**src/rtl/cfu_wb_arbiter.sv**
```systemverilog
// Round-robin arbiter sharing the CFU Wishbone RAM master port between
// NUM_REQ requesters. One classic cycle in flight at a time; a per-transaction
// watchdog aborts a cycle that never sees ack/err.
//
// state | meaning
// IDLE  | waiting for a request; grant is combinational from req_valid
// BUS   | cyc/stb asserted with latched payload, waiting for ack/err/timeout
// RESP  | one-cycle completion pulse to the granted requester
module cfu_wb_arbiter #(
  parameter int NUM_REQ = 2,
  parameter int TIMEOUT = 255,
  parameter int CNT_W   = 16
) (
  input  logic                  clk,
  input  logic                  reset,
  input  logic [NUM_REQ-1:0]    req_valid,
  input  logic [NUM_REQ-1:0]    req_we,
  input  logic [NUM_REQ*30-1:0] req_adr,
  input  logic [NUM_REQ*32-1:0] req_wdata,
  input  logic [NUM_REQ*4-1:0]  req_sel,
  output logic [NUM_REQ-1:0]    req_ready,
  output logic [NUM_REQ-1:0]    rsp_valid,
  output logic [31:0]           rsp_rdata,
  output logic                  rsp_err,
  output logic [29:0]           cfu_ram_adr,
  output logic [31:0]           cfu_ram_dat_mosi,
  output logic [3:0]            cfu_ram_sel,
  output logic                  cfu_ram_cyc,
  output logic                  cfu_ram_stb,
  output logic                  cfu_ram_we,
  output logic [2:0]            cfu_ram_cti,
  output logic [1:0]            cfu_ram_bte,
  input  logic [31:0]           cfu_ram_dat_miso,
  input  logic                  cfu_ram_ack,
  input  logic                  cfu_ram_err
);

  localparam int GW = (NUM_REQ > 1) ? $clog2(NUM_REQ) : 1;

  typedef enum logic [1:0] {IDLE = 2'd0, BUS = 2'd1, RESP = 2'd2} state_t;

  state_t          state, state_nxt;
  logic [GW-1:0]   rr_ptr, grant, pick, rr_next;
  logic [GW:0]     slot;
  logic            found;
  logic            we_pick;
  logic [29:0]     adr_pick;
  logic [31:0]     wdata_pick;
  logic [3:0]      sel_pick;
  logic            we_q;
  logic [29:0]     adr_q;
  logic [31:0]     wdata_q;
  logic [3:0]      sel_q;
  logic [CNT_W-1:0] cnt;
  logic [31:0]     rdata_q;
  logic            err_q;
  logic            timeout_hit;

  // Round-robin search: scan downwards so the lowest offset from rr_ptr wins.
  always_comb begin
    found = 1'b0;
    pick  = '0;
    slot  = '0;
    for (int i = NUM_REQ - 1; i >= 0; i--) begin
      slot = {1'b0, rr_ptr} + (GW+1)'(i);
      if (slot >= (GW+1)'(NUM_REQ)) slot = slot - (GW+1)'(NUM_REQ);
      if (req_valid[slot[GW-1:0]]) begin
        found = 1'b1;
        pick  = slot[GW-1:0];
      end
    end
  end

  // Payload of the requester that would be granted this cycle.
  always_comb begin
    we_pick    = 1'b0;
    adr_pick   = '0;
    wdata_pick = '0;
    sel_pick   = '0;
    for (int i = 0; i < NUM_REQ; i++) begin
      if (pick == GW'(i)) begin
        we_pick    = req_we[i];
        adr_pick   = req_adr[30*i +: 30];
        wdata_pick = req_wdata[32*i +: 32];
        sel_pick   = req_sel[4*i +: 4];
      end
    end
  end

  assign timeout_hit = (cnt == CNT_W'(TIMEOUT - 1));
  assign rr_next     = (grant == GW'(NUM_REQ - 1)) ? '0 : grant + GW'(1);

  // State register.
  always_ff @(posedge clk) begin
    if (reset) state <= IDLE;
    else       state <= state_nxt;
  end

  // Next-state and handshake pulses.
  always_comb begin
    state_nxt = state;
    req_ready = '0;
    rsp_valid = '0;
    case (state)
      IDLE: begin
        if (found) begin
          state_nxt       = BUS;
          req_ready[pick] = 1'b1;
        end
      end
      BUS: begin
        if (cfu_ram_err || cfu_ram_ack || timeout_hit) state_nxt = RESP;
      end
      RESP: begin
        state_nxt        = IDLE;
        rsp_valid[grant] = 1'b1;
      end
      default: state_nxt = IDLE;
    endcase
  end

  // Transaction payload, watchdog counter and response capture.
  always_ff @(posedge clk) begin
    if (reset) begin
      rr_ptr  <= '0;
      grant   <= '0;
      we_q    <= 1'b0;
      adr_q   <= '0;
      wdata_q <= '0;
      sel_q   <= '0;
      cnt     <= '0;
      rdata_q <= '0;
      err_q   <= 1'b0;
    end else begin
      case (state)
        IDLE: begin
          if (found) begin
            grant   <= pick;
            we_q    <= we_pick;
            adr_q   <= adr_pick;
            wdata_q <= wdata_pick;
            sel_q   <= sel_pick;
            cnt     <= '0;
          end
        end
        BUS: begin
          cnt <= cnt + CNT_W'(1);
          if (cfu_ram_err) begin
            rdata_q <= '0;
            err_q   <= 1'b1;
          end else if (cfu_ram_ack) begin
            rdata_q <= we_q ? 32'd0 : cfu_ram_dat_miso;
            err_q   <= 1'b0;
          end else if (timeout_hit) begin
            rdata_q <= '0;
            err_q   <= 1'b1;
          end
        end
        RESP: rr_ptr <= rr_next;
        default: ;
      endcase
    end
  end

  assign cfu_ram_cyc      = (state == BUS);
  assign cfu_ram_stb      = (state == BUS);
  assign cfu_ram_we       = (state == BUS) && we_q;
  assign cfu_ram_adr      = adr_q;
  assign cfu_ram_dat_mosi = wdata_q;
  assign cfu_ram_sel      = sel_q;
  assign cfu_ram_cti      = 3'b000;
  assign cfu_ram_bte      = 2'b00;
  assign rsp_rdata        = rdata_q;
  assign rsp_err          = err_q;

endmodule

```
**config.mk**
```make
export PLATFORM = sky130hd
export DESIGN_NAME = cfu_wb_arbiter
export DESIGN_NICKNAME = d
export VERILOG_FILES = /design/src/rtl/cfu_wb_arbiter.sv
export SDC_FILE = /design/constraint.sdc
export NUM_CORES = 1
export LEC_CHECK = 0
export ABC_CLOCK_PERIOD_IN_PS = 1710
export BUFFER_PORTS_ARGS = -buffer_cell sky130_fd_sc_hd__buf_2
export CORE_MARGIN = 4
export CORE_UTILIZATION = 39
export CTS_CLUSTER_DIAMETER = 60
export DETAILED_ROUTE_END_ITERATION = 7
export GPL_ROUTABILITY_DRIVEN = 0
export PLACE_DENSITY = 0.82
export SYNTH_ARGS = -nofsm -noshare
export SYNTH_HDL_FRONTEND = slang
export SYNTH_SLANG_ARGS = --single-unit
```
**constraint.sdc**
```tcl
create_clock -name clk -period 1.71 [get_ports clk]
set_input_delay 0 -clock clk [delete_from_list [all_inputs] [get_ports clk]]
set_output_delay 0 -clock clk [all_outputs]
set_load 0.005 [all_outputs]
```
==> flow_summary.toml <==
[run_status]
status = "finished with violations"
violations = "setup timing"

[detailed_routing]
antenna_left = 0
via_per_inst = 5.55
wl_per_cell_um = 19.3
drc_errors = 0
wirelength_um = 21100
drt_iter0_drc = 516
first_pass_iters = 8
vias = 6073

[global_route]
grt_pass1_vias = 6207
antenna_found_initial = 1
grt_use_total = 0.276
grt_max_degree = 60
overflow = 0
grt_pass1_wl_um = 31300

[clock_network]
cts.sinks = 120
root_buffer = "clkbuf_16"
cts_made_buffers = 17
insertion_delay_ps = 410
cts_tree = "done"
htreeDepth = 4
clk_pin_slew_ps = 60
clock_path_buffers = 2

[floorplanning]
die_area_sq_um = 14100
core_sq_um = 12000
ios = 283
rows = 40
start_util = 0.398
fp.dieH_um = 119
die_w_um = 119

[timing]
holdWs_ps = 29.1
rsz0062_at_grt = "yes"
clock.fmax_mhz = 580
worst_pin_slew_ps = 653
period_share = 1.01
worst_slack_ps = -15.1
fin_crit_ps = 1730
finalSetupTns_ps = -39.5
final_max_slew_viol_count = 0
final_hold_viol_count = 0
setup_violations = 5
skew_ps = 14.6
slew-limit-headroom = 0.565

[finish]
final_net_count = 1107
final_util = 0.741
layout_commonest_cell = "buf_2"
fillers = 762
design_area_sq_um = 8900
drive_above_1_share = 0.386
area_growth_pct = 86.2
final_cell_mix = "buf_2 (277), dlygate4sd3_1 (166), dfxtp_1 (115), nor2_1 (83), a211oi_1 (35)"

[synthesis]
async_reset_ff_frac = 0
synth-seq-cells = 120
netlist-cell-type-count = 47
syn_avg_cell_area_sq_um = 9.85
netlist_area_sq_um = 4780
synth_cells = 485
synth_enable_flop_cells = 0
yosys_warnings = 0
ys.flop_type = "dfxtp_1"
seq_area_frac_synth = 0.503

[placement]
io_buffers = 277
place_area_sq_um = 6430
hpwl_um = 10200

[job]
drv_cap = 0

[worst_setup_path]
critPathLaunchType = "flop"
critPathKind = "flop to flop"
worst-path-max-fanout = 16
endpoint_kind = "flop"
cp.arrival_ps = 2030
critPathRequiredTime_ps = 2010

[power]
vdd_drop_max_uv = 887
cellLeakagePower_nw = 4.22
p_total_mw = 8.36
power_density_nw_per_um2 = 940

[hold_path]
hold_path_class = "input port to flop"
path summary, 6_finish.rpt:
check,from,endpoint,slack [ps],depth (start not counted)
worst max-delay path,cnt[0],rsp_rdata[2],-20,7
worst min-delay path,req_wdata[0],cfu_ram_dat_mosi[0],30,3
worst max register to register,cnt[0],rsp_rdata[2],-20,7
worst min register to register,rsp_rdata[5],rsp_rdata[5],470,1
where the power goes:
part	internal, mW	leakage [nW]	switching [mW]	total (mW)
clock	2.26	0.286	1.28	3.54
combinational	0.913	2.95	0.773	1.69
sequential	3.01	0.986	0.128	3.14
total	6.18	4.22	2.18	8.36
Yosys cell counts, types with 5 or more instances:
cell	instances	area share
inv_1	8	0.0063
or3_1	11	0.014
nand2_1	7	0.0055
a222oi_1	33	0.069
a211oi_1	35	0.055
o21ai_0	6	0.0063
o211ai_1	6	0.0094
buf_2	16	0.017
nand3_1	7	0.0073
nor2_1	84	0.066
dfxtp_1	120	0.50
clkbuf_1	23	0.018
nor3_1	5	0.0052
a22o_1	32	0.059
mux2i_1	34	0.071
buf_4	6	0.0094
a21oi_1	13	0.014
worst max-delay path, stage by stage, from the launching register on:
cell and delay (ps):
dfxtp_4 360, inv_2 70, ha_4 140, nor4b_4 200, and4b_2 310, o22ai_4 120, clkbuf_16 210, a22o_1 200
metrics by stage:
stage	setup WS (ps)	cells
floorplan	4.37	489
global placement	84.8	884
detailed placement	-16.5	884
CTS	2.13	1083
global route	-76.9	1094
finish	-15.1	1095
cell families after synthesis:
logic type | count (synthesis) | synth area share
AOI/OAI and AO/OA | 136 | 0.232
adders and majority gates | 2 | 0.00523
and+or+nand+nor | 135 | 0.131
DFF | 120 | 0.503
buffers and inverters | 56 | 0.0547
muxes | 35 | 0.0736
other | 1 | 0.000785
layout make-up:
type / instances / area, sq um / area share
multi-input combinational: 313 / 2250 / 0.253
antenna: 2 / 5.00 / 0.000562
inverter: 8 / 30.0 / 0.00337
timing repair buffer: 473 / 3430 / 0.385
clock buffer: 21 / 470 / 0.0529
clock inverter: 11 / 120 / 0.0135
sequential: 120 / 2410 / 0.271
tap: 147 / 184 / 0.0207
flip-flops by register name, indices dropped and copies added, names as in the netlist:
| register | flops |
|---|---|
| cfu_ram_adr | 30 |
| cfu_ram_dat_mosi | 32 |
| cfu_ram_sel | 4 |
| cnt | 16 |
| grant | 1 |
| rr_ptr | 1 |
| rsp_err | 1 |
| rsp_rdata | 32 |
| state | 2 |
| we_q | 1 |
repair_timing:
action,in CTS,in global routing
cloned,0,3
hold endpoints to repair,102,0
resized for setup,0,20
endpoints found under the setup margin,28,41
pin swaps,1,9
buffers inserted,1,7
hold buffers,166,0
per-layer routing:
metal  GRT usage  vias to the layer above  wire [um]
met5           0                        -          0
met4       0.157                        0       1160
met3      0.0847                       94       1710
met2       0.468                      403      10600
met1       0.305                     2841       7660
li1            -                     2735          -
Power figures use the tool's default switching activity.
